### config.mk
export PLATFORM = sky130hd
export DESIGN_NAME = lsu_bus_bridge
export DESIGN_NICKNAME = d
export VERILOG_FILES = /design/src/rtl/lsu_pkg.sv /design/src/rtl/lsu_watchdog.sv /design/src/rtl/lsu_bus_bridge.sv
export SDC_FILE = /design/constraint.sdc
export NUM_CORES = 1
export LEC_CHECK = 0
export CORE_MARGIN = 3
export CORE_UTILIZATION = 41
export CTS_CLUSTER_DIAMETER = 50
export DETAILED_ROUTE_END_ITERATION = 10
export PLACE_DENSITY = 0.8
export SETUP_SLACK_MARGIN = 0.3
export SKIP_CTS_REPAIR_TIMING = 1
export SYNTH_ARGS = -nofsm -noshare
export SYNTH_HDL_FRONTEND = slang
export SYNTH_SLANG_ARGS = --single-unit
### constraint.sdc
create_clock -name clk -period 2 [get_ports clk]
set_input_delay 0.5 -clock clk [delete_from_list [all_inputs] [get_ports clk]]
set_output_delay 0.5 -clock clk [all_outputs]
set_load 0.02 [all_outputs]
### src/rtl/lsu_pkg.sv
// Shared types and constants for the memory-stage load/store bus bridge.
package lsu_pkg;

  typedef enum logic [1:0] {
    IDLE,
    REQ,
    WAIT_R,
    DONE
  } lsu_state_t;

  localparam logic [31:0] ERR_RDATA_DEFAULT = 32'hDEAD_BEEF;

  typedef struct packed {
    logic        we;
    logic [31:0] addr;
    logic [31:0] wdata;
    logic [3:0]  be;
  } bus_req_t;

  function automatic logic [31:0] word_addr(input logic [31:0] byte_addr);
    return {byte_addr[31:2], 2'b00};
  endfunction

endpackage

### src/rtl/lsu_watchdog.sv
// Saturating cycle counter that flags the last permitted cycle of a bus access.
module lsu_watchdog #(
  parameter int unsigned TIMEOUT_CYCLES = 255
) (
  input  logic clk,
  input  logic n_rst,
  input  logic clr,
  input  logic en,
  output logic expired
);

  localparam int unsigned W = $clog2(TIMEOUT_CYCLES + 1);
  localparam logic [W-1:0] LAST = W'(TIMEOUT_CYCLES - 1);
  localparam logic [W-1:0] MAX  = W'(TIMEOUT_CYCLES);

  logic [W-1:0] count;

  always_ff @(posedge clk or negedge n_rst) begin
    if (!n_rst) begin
      count <= '0;
    end else if (clr) begin
      count <= '0;
    end else if (en && count != MAX) begin
      count <= count + W'(1);
    end
  end

  // Fires during the TIMEOUT_CYCLES-th enabled cycle so the abort lands on that edge.
  assign expired = en && (count >= LAST);

endmodule

### src/rtl/lsu_bus_bridge.sv
// M-stage load/store bridge: runs one req/gnt/rvalid bus transaction per access
// and stalls the pipeline until the access completes.
module lsu_bus_bridge
  import lsu_pkg::*;
#(
  parameter int unsigned TIMEOUT_CYCLES = 255,
  parameter logic [31:0] ERR_RDATA      = ERR_RDATA_DEFAULT
) (
  input  logic        clk,
  input  logic        n_rst,
  input  logic        mem_rd,
  input  logic        mem_wr,
  input  logic [31:0] addr,
  input  logic [31:0] wdata,
  input  logic [3:0]  byte_enable,
  output logic        stall_m,
  output logic [31:0] rdata,
  output logic        err,
  output logic        bus_req,
  output logic        bus_we,
  output logic [31:0] bus_addr,
  output logic [31:0] bus_wdata,
  output logic [3:0]  bus_be,
  input  logic        bus_gnt,
  input  logic        bus_rvalid,
  input  logic [31:0] bus_rdata
);

  lsu_state_t  state;
  bus_req_t    req_q;
  logic        req_v;
  logic [31:0] rdata_q;
  logic        err_q;
  logic        access;
  logic        wd_clr;
  logic        wd_en;
  logic        wd_expired;

  assign access = mem_rd | mem_wr;

  // Depends only on state and the M-stage controls, never on bus inputs.
  assign stall_m = ((state == IDLE) && access) || (state == REQ) || (state == WAIT_R);

  assign wd_clr = (state == IDLE) && access;
  assign wd_en  = (state == REQ) || (state == WAIT_R);

  lsu_watchdog #(
    .TIMEOUT_CYCLES(TIMEOUT_CYCLES)
  ) u_watchdog (
    .clk     (clk),
    .n_rst   (n_rst),
    .clr     (wd_clr),
    .en      (wd_en),
    .expired (wd_expired)
  );

  always_ff @(posedge clk or negedge n_rst) begin
    if (!n_rst) begin
      state   <= IDLE;
      req_q   <= '0;
      req_v   <= 1'b0;
      rdata_q <= '0;
      err_q   <= 1'b0;
    end else begin
      if (bus_rvalid && state != WAIT_R) begin
        err_q <= 1'b1;
      end
      case (state)
        IDLE: begin
          if (access) begin
            req_q.we    <= mem_wr;
            req_q.addr  <= word_addr(addr);
            req_q.wdata <= wdata;
            req_q.be    <= mem_wr ? byte_enable : 4'hF;
            if (mem_rd && mem_wr) begin
              err_q <= 1'b1;
            end
            if (mem_wr && byte_enable == '0) begin
              state <= DONE;
            end else begin
              state <= REQ;
              req_v <= 1'b1;
            end
          end
        end
        REQ: begin
          if (wd_expired) begin
            state <= DONE;
            req_v <= 1'b0;
            err_q <= 1'b1;
            if (!req_q.we) begin
              rdata_q <= ERR_RDATA;
            end
          end else if (bus_gnt) begin
            req_v <= 1'b0;
            state <= req_q.we ? DONE : WAIT_R;
          end
        end
        WAIT_R: begin
          if (wd_expired) begin
            state   <= DONE;
            err_q   <= 1'b1;
            rdata_q <= ERR_RDATA;
          end else if (bus_rvalid) begin
            state   <= DONE;
            rdata_q <= bus_rdata;
          end
        end
        DONE: begin
          state <= IDLE;
        end
        default: begin
          state <= IDLE;
        end
      endcase
    end
  end

  assign rdata     = rdata_q;
  assign err       = err_q;
  assign bus_req   = req_v;
  assign bus_we    = req_q.we;
  assign bus_addr  = req_q.addr;
  assign bus_wdata = req_q.wdata;
  assign bus_be    = req_q.be;

endmodule

==> results of run 1 <==
-- final cells by class --
class | instances | area, um2 | share of cell area [%]
inverters | 7 | 26.3 | 0.354
clock buffers | 10 | 138 | 1.85
flip-flops and latches | 111 | 2780 | 37.5
clock inverters | 6 | 75.1 | 1.01
well taps | 136 | 170 | 2.29
repair buffers | 226 | 2540 | 34.2
multi-input cells | 309 | 1690 | 22.8
-- worst max-delay path, cell delays in order (launching register included) --
cell and delay, ns:
dfrtp_1 0.41, inv_2 0.08, ha_4 0.16, nor2b_4 0.12, or3_4 0.36, buf_6 0.14
-- cells in the mapped netlist (2+ instances only) --
cell type / count
o31ai_1: 2
o211ai_1: 3
o22a_1: 26
buf_2: 8
a22o_1: 9
a31oi_1: 4
ha_1: 6
nand3_1: 5
inv_1: 7
nor2_1: 10
a21oi_1: 7
nand2b_1: 3
nand2_1: 198
buf_6: 2
or3_1: 2
dfrtp_1: 111
nand4_1: 3
nor2b_1: 3
o21ai_0: 4
clkbuf_1: 13
xor2_1: 2
buf_4: 2
-- path summary, 6_finish.rpt --
path	to	slack [ns]	cells past startpoint
worst min register to register	bus_wdata[30]$_DFFE_PN0P_	0.47	2
worst max-delay path	stall_m	-0.11	5
max in group asynchronous	bus_wdata[25]$_DFFE_PN0P_	1.31	2
min in group clk	bus_wdata[30]$_DFFE_PN0P_	0.47	2
worst min-delay path	rdata[24]$_DFFE_PN0P_	0.07	1
worst max register to register	u_watchdog.count[3]$_DFFE_PN0P_	0.15	6
-- power groups by stage --
stage	registers, uW	logic (uW)	clock network (uW)
floorplan	4980	2040	0
global placement	3830	5880	0
detailed placement	3890	6030	0
CTS	3840	6050	1460
global route	3930	6580	1550
finish	3810	6090	1410
-- logic make-up (layout without fill, tap and decap cells) --
| family | count (synthesis) | after routing | synth area share [%] |
|---|---|---|---|
| AOI/OAI and AO/OA | 67 | 67 | 11.9 |
| xor gates and xnor gates | 3 | 3 | 0.584 |
| adders and majority gates | 6 | 6 | 1.67 |
| buffers and inverters | 33 | 249 | 3.48 |
| DFF | 111 | 111 | 61.7 |
| other | 1 | 2 | 0.0833 |
| and+or+nand+nor | 231 | 231 | 20.6 |
-- stage by stage --
stage	util (%)	power [uW]	setup slack, ns	instance area, um2
finish	70.6	11300	-0.114	7420
global route	70.6	12100	-0.157	7420
CTS	67.0	11300	-0.622	7040
detailed placement	64.9	9920	-0.620	6820
global placement	64.9	9710	-0.604	6820
floorplan	-	7020	0.153	4570
-- metal layers --
metal  share of wire (%)  global-route usage, %  up-vias
li1                    -                      -     1914
met1                  39                   24.7     1931
met2                  53                   36.4      140
met3                 5.1                   3.49       25
met4                 2.4                   6.32        2
met5               0.054                      0        -
-- flip-flops by register name, indices dropped and copies added (netlist names) --
signal            cells
bus_wdata            32
err                   1
bus_we                1
bus_addr             30
bus_req               1
u_watchdog.count      8
bus_be                4
rdata                32
state                 2
==> metrics.yaml, run 1 <==
run_status:
  outcome: "complete, but fails checks"
  violations: "setup timing"
cells_and_area:
  layout_commonest_cell: "nand2_1"
  num_antenna_cells: 0
  mostFrequentLayoutCells: "nand2_1 (198), dfrtp_1 (110), dlymetal6s2s_1 (103), clkdlybuf4s50_1 (100), o22a_1 (25)"
  layout-drive-gt1-share_pct: 9.72
  num-fill-cells: 761
  area_delta_synth_final_pct: 64.9
  nets: 776
  layout.cells.non_filler: 805
cts:
  htreeDepth: 3
  cts_max_path_buffers: 2
  cts_tree: "yes"
  cts_root_buf: "clkbuf_8"
  cts.sinks: 111
  clk_latency_ns: 0.36
  path_clk_slew_ns: 0.11
  cts_buffers: 9
placement:
  io_buffers: 205
  gp_congestion: 0.794
  place_hpwl_um: 9220
  place_inst: 784
power:
  p_comb_share_pct: 53.9
  clkPwrFrac_pct: 12.4
  swShare_pct: 40.3
  peakVddDrop_v: 0.000806
  p_leak_uw: 0.00428
  seqPwrFrac_pct: 33.7
  powerDensity_nw_per_um2: 1520
  p_int_uw: 6750
  power_switching_uw: 4550
setup_path:
  worstPathArrival_ns: 1.61
  required_ns: 1.50
  path_class: "reg2out"
  crit_path_end_kind: "output pin"
  crit_fanout: 3
  critPathLaunch: "state[0]$_DFFE_PN0P_"
  worstSetupStartpointType: "flop"
  reg2reg_from: "state[0]$_DFFE_PN0P_"
die:
  core_area_um2: 10500
  rows: 37
  die_height_um: 111
  dieArea_um2: 12300
  num_io_pins: 210
  initial_utilization_pct: 42.8
  die_w_um: 111
routing:
  drtPass1Iterations: 6
  routed_wl_um: 12900
  drt_iter0_markers: 296
  vias: 4012
  post_drt_wl_per_cell_um: 16.0
  ant_nets: 0
  drc: 0
  via_per_inst: 4.98
sta:
  holdWs_ns: 0.0681
  skew_ns: 0.0127
  fmax_mhz: 473
  slew_headroom_pct: 50.7
  maxSlewViolCount: 0
  hold_viol: 0
  timing.final.crit_share_pct: 106
  setup_tns_ns: -0.114
  rsz0062_at_grt: "true"
  setup_viol: 1
  period_needed_ns: 2.11
  worst_slew_pin_slew_ns: 0.740
  worst_slack_ns: -0.114
synth:
  ys.flop_type: "dfrtp_1"
  synth_top_area_share_pct: 61.7
  synthCells: 452
  ys_ff_latch: 111
  yosysWarnings: 0
  synth_area_leaders: "dfrtp_1 (62%), nand2_1 (17%), o22a_1 (5.1%)"
  avgSynthCellArea_um2: 9.95
  async_flop_share_pct: 100
  syn_area_um2: 4500
  synth_edf_count: 0
  ys_seq_area_share_pct: 61.7
  yosysTopAreaCell: "dfrtp_1"
  synth_cell_type_count: 44
global_routing:
  antenna_found_initial: 1
  grt_max_degree: 75
  gr-total-overflow: 0
  grt_pass1_vias: 4116
  globalRouteTotalUtil_pct: 20.3
  grt_first_pass_wirelength_um: 20500
worst_hold_path:
  worstHoldPathType: "in2async"
run:
  maxCapViolations: 0
No activity file was read; power rests on OpenSTA's default activity.
==> run 2, diff against run 1 <==
CTS_CLUSTER_DIAMETER = 30   (was 50)
clock period = 2.4 ns   (was 2 ns; I/O delays follow)
==> run 2 against run 1 <==
Against the previous run: die area is the same; clock power shrank 17%; highest routed layer is now met4; via count shrank 0.52%; total power shrank 17%; first-iteration DRC count shrank 23%; combinational power shrank 19%; non-clock buffer count shrank 6; the flow now finishes without violations; final area shrank 5.0%; utilization shrank 3.5 points; routed wire length shrank 4.6%; critical path type unchanged; setup slack gained 0.27 ns.
==> metrics.yaml, run 2 (synthesized netlist as in run 1, its figures left out) <==
die:
  core_area_um2: 10500  # unchanged
  die_w_um: 111  # unchanged
  dieArea_um2: 12300  # unchanged
  num_io_pins: 210  # unchanged
  rows: 37  # unchanged
  die_height_um: 111  # unchanged
  initial_utilization_pct: 42.8  # unchanged
setup_path:
  path_class: "reg2out"  # unchanged
  worstSetupStartpointType: "flop"  # unchanged
  required_ns: 1.80  # was 1.50 ns
  rr_endpoint: "rdata[20]$_DFFE_PN0P_"  # was u_watchdog.count[3]$_DFFE_PN0P_
  reg2reg_from: "state[0]$_DFFE_PN0P_"  # unchanged
  reg2reg_slack_ns: 0.36  # was 0.15 ns
  crit_fanout: 4  # was 3
  reg2regPathDepth: 7  # was 6
  worstPathArrival_ns: 1.64  # was 1.61 ns
  crit_path_end_kind: "output pin"  # unchanged
cts:
  cts.sinks: 111  # unchanged
  cts_tree: "yes"  # unchanged
  path_clk_slew_ns: 0.11  # about the same
  htreeDepth: 3  # unchanged
  clk_latency_ns: 0.37  # was 0.36 ns
  cts_buffers: 9  # unchanged
  cts_root_buf: "clkbuf_8"  # unchanged
  cts_max_path_buffers: 2  # unchanged
global_routing:
  grt_max_degree: 75  # unchanged
  antenna_found_initial: 1  # unchanged
  grt_pass1_vias: 4012  # was 4116
  gr-total-overflow: 0  # unchanged
  globalRouteTotalUtil_pct: 20.0  # was 20.3%
  grt_first_pass_wirelength_um: 20300  # was 20500 um
worst_hold_path:
  worstHoldPathType: "in2async"  # unchanged
sta:
  period_needed_ns: 2.24
  timing.final.crit_share_pct: 93.3
  setup_tns_ns: 0  # was -0.114 ns
  worst_slew_pin_slew_ns: 0.758  # was 0.740 ns
  rsz0062_at_grt: "true"  # unchanged
  setup_viol: 0  # was 1
  hold_viol: 0  # unchanged
  skew_ns: 0.0148  # was 0.0127 ns
  fmax_mhz: 446
  slew_headroom_pct: 49.5  # was 50.7%
  maxSlewViolCount: 0  # unchanged
power:
  powerDensity_nw_per_um2: 1330  # was 1520 nW/um2
  p_leak_uw: 0.00321  # was 0.00428 uW
  peakVddDrop_v: 0.000624  # was 0.000806 V
  finalPower_uw: 9340  # was 11300 uW
run:
  maxCapViolations: 0  # unchanged
cells_and_area:
  area_delta_synth_final_pct: 56.6  # was 64.9%
  layout_commonest_cell: "clkdlybuf4s50_1"  # was nand2_1
  postLayoutCoreUtil_pct: 67.1  # was 70.6%
  mostFrequentLayoutCells: "clkdlybuf4s50_1 (200), nand2_1 (198), dfrtp_1 (111), o22a_1 (25)"  # was nand2_1 (198), dfrtp_1 (110), dlymetal6s2s_1 (103), clkdlybuf4s50_1 (100), o22a_1 (25)
  layout-drive-gt1-share_pct: 7.53  # was 9.72%
  nets: 771  # was 776
  layout.cells.non_filler: 801  # was 805
placement:
  place_hpwl_um: 8760  # was 9220 um
  gp_congestion: 0.835  # was 0.794
  io_buffers: 205  # unchanged
  place_inst: 781  # was 784
routing:
  drc: 0  # unchanged
  drtPass1Iterations: 4  # was 6
  post_drt_wl_per_cell_um: 15.4  # was 16.0 um
  drt_iter0_markers: 227  # was 296
  routed_wl_um: 12300  # was 12900 um
  ant_nets: 0  # unchanged
  via_per_inst: 4.98  # about the same
  vias: 3991  # was 4012
run_status:
  outcome: "finished, final reports clean"  # was complete, but fails checks
==> run 2: per-layer routing <==
metal	GRT usage, %	share of wire [%]
met5	0	0
met4	5.58	2.0
met3	6.11	7.7
met2	33.6	49
met1	25.1	41
==> run 2: final cells by class <==
| type | instances | area [um2] |
|---|---|---|
| Tap cell | 136 | 170 |
| Clock inverter | 3 | 40.0 |
| Timing Repair Buffer | 220 | 2200 |
| Inverter | 7 | 26.3 |
| Multi-Input combinational cell | 310 | 1660 |
| Clock buffer | 13 | 169 |
| Fill cell | 805 | 3460 |
| Antenna cell | 1 | 2.50 |
| Sequential cell | 111 | 2780 |
==> run 2: how the worst max path moves through the flow <==
stage | startpoint | to | slack [ns]
3_3_place_gp | mem_wr | stall_m | -0.36
2_1_floorplan | mem_wr | stall_m | 0.33
3_5_place_dp | mem_wr | stall_m | -0.36
4_1_cts | mem_wr | stall_m | -0.35
5_1_grt | state[0]$_DFFE_PN0P_ | stall_m | 0.11
6_report | state[0]$_DFFE_PN0P_ | stall_m | 0.16
==> run 2: critical path: stages (launching register included) <==
cell	delay, ns
dfrtp_1	0.45
inv_2	0.09
ha_4	0.17
nor2b_4	0.12
or3_4	0.32
buf_6	0.14
==> run 2: per-stage QoR <==
step	hold WS, ns	area [um2]	setup WS, ns
after floorplan	0.304	4510	0.326
after global placement	0.457	6740	-0.361
after detailed placement	0.462	6740	-0.358
after CTS	0.171	6950	-0.353
after global routing	0.176	7050	0.113
final	0.161	7050	0.160
==> run 2: where the power goes <==
part | switching [uW] | internal, uW | leakage [uW] | total, uW
clock | 608 | 567 | 0.000109 | 1170
sequential | 493 | 2710 | 0.00134 | 3210
combinational | 2590 | 2370 | 0.00177 | 4960
==> patch: new RTL, config.mk and constraints of run 1 <==
`TIMEOUT_CYCLES` is set to 255 in 2 places; all go to 510.
--- a/src/rtl/lsu_watchdog.sv
+++ b/src/rtl/lsu_watchdog.sv
@@ -1,5 +1,5 @@
 // Saturating cycle counter that flags the last permitted cycle of a bus access.
 module lsu_watchdog #(
-  parameter int unsigned TIMEOUT_CYCLES = 255
+  parameter int unsigned TIMEOUT_CYCLES = 510
 ) (
   input  logic clk,
--- a/src/rtl/lsu_bus_bridge.sv
+++ b/src/rtl/lsu_bus_bridge.sv
@@ -4,5 +4,5 @@
   import lsu_pkg::*;
 #(
-  parameter int unsigned TIMEOUT_CYCLES = 255,
+  parameter int unsigned TIMEOUT_CYCLES = 510,
   parameter logic [31:0] ERR_RDATA      = ERR_RDATA_DEFAULT
 ) (
Formal check against the unedited RTL: same outputs for any inputs over 4 cycles, from zero or initial values and one cycle with n_rst low; that may be too few to reach the edited logic, so the function may still have changed.
==> patch against run 1 <==
- die area up 1.4%
- final area up 5.5%
- setup slack better by 0.17 ns
- sequential cell count up 1
- area after synthesis up 1.5%
- routed wire length up 11%
- clock skew up 0.0077 ns
- power up 9.8%
- critical endpoint unchanged
- largest power group unchanged
==> patch: results <==
set metrics [dict create \
    status "completed" \
    path_clk_slew_ns 0.12 \
    wl_per_cell_um 17.3 \
    gp_congestion 0.809 \
    dp_hpwl_um 9270 \
    grt_start_max_net_pins 67 \
    synthTopCellsByCount "nand2_1, dfrtp_1, o22a_1" \
    synth_sequential_area_ratio 0.614 \
    wl_um 14300 \
    drt-initial-drc-count 233 \
    grt_antenna_before_repair 0 \
    placed_area_um2 6920 \
    p_leak_nw 4.53 \
    grt_pass1_vias 4037 \
    synthTopCellsByArea "dfrtp_1, nand2_1, o22a_1, ha_1, a22o_1" \
    vias 4240 \
    ys_warn_count 0 \
    fillerInstances 697 \
    critical_path_arrival_ns 1.45 \
    final_nets 800 \
    slowest_stage "dfrtp_1" \
    fin_skew_ns 0.0204 \
    drive_gt1_frac 0.155 \
    dr.pass1.iters 4 \
    placed_cells 790 \
    irDropWorstVdd_mv 0.800 \
    ys_types 42 \
    place_ws_ns -0.358 \
    grt_usage 0.198 \
]
==> patch: cell families after synthesis <==
logic type | after synthesis | share of synthesized area
multiplexers | 1 | 0.00219
flip-flops | 112 | 0.614
adder cells (fa/ha/maj) | 7 | 0.0192
buffers and inverters | 34 | 0.0384
AO/OA/AOI/OAI | 72 | 0.124
AND/OR/NAND/NOR | 223 | 0.198
XOR/XNOR | 2 | 0.00384
other | 1 | 0.000821
==> patch: final cells by class <==
cell class,count,area [um^2],area share
sequential,112,2810,0.358
timing repair buffer,246,2750,0.351
multi-input combinational,309,1840,0.236
tap,136,170,0.0217
clock buffer,9,124,0.0158
clock inverter,7,92.6,0.0118
inverter,9,41.3,0.00528
==> patch: worst max-delay path, delay by kind of cell, from the launching register on <==
family | cells | cell delay, ns
fa+ha+maj | 1 | 0.16
simple gates | 2 | 0.18
flops | 1 | 0.42
buf+inv | 2 | 0.32
==> patch: path summary, 6_finish.rpt <==
check,startpoint,end,slack (ns),cells after the start
max,state[1],stall_m,0.05,5
min,n_rst,rdata[15],0.02,1
max reg2reg,state[0],rdata[23],0.14,9
min reg2reg,bus_wdata[29],bus_wdata[29],0.48,2
max in group asynchronous,n_rst,bus_wdata[25],1.40,2
min in group clk,bus_wdata[29],bus_wdata[29],0.48,2
==> patch: report_power, final <==
part           switching, mW  internal [mW]  total [mW]
clock network          0.819          0.606        1.42
registers              0.610           3.33        3.94
logic                   3.70           3.34        7.05
total                   5.13           7.28        12.4
==> patch: layer usage <==
layer	vias up	routed length, um	global-route usage
met3	31	1180	0.0658
li1	1971	-	-
met1	2047	5520	0.242
met2	191	7250	0.335
met4	0	365	0.0600
met5	-	0	0
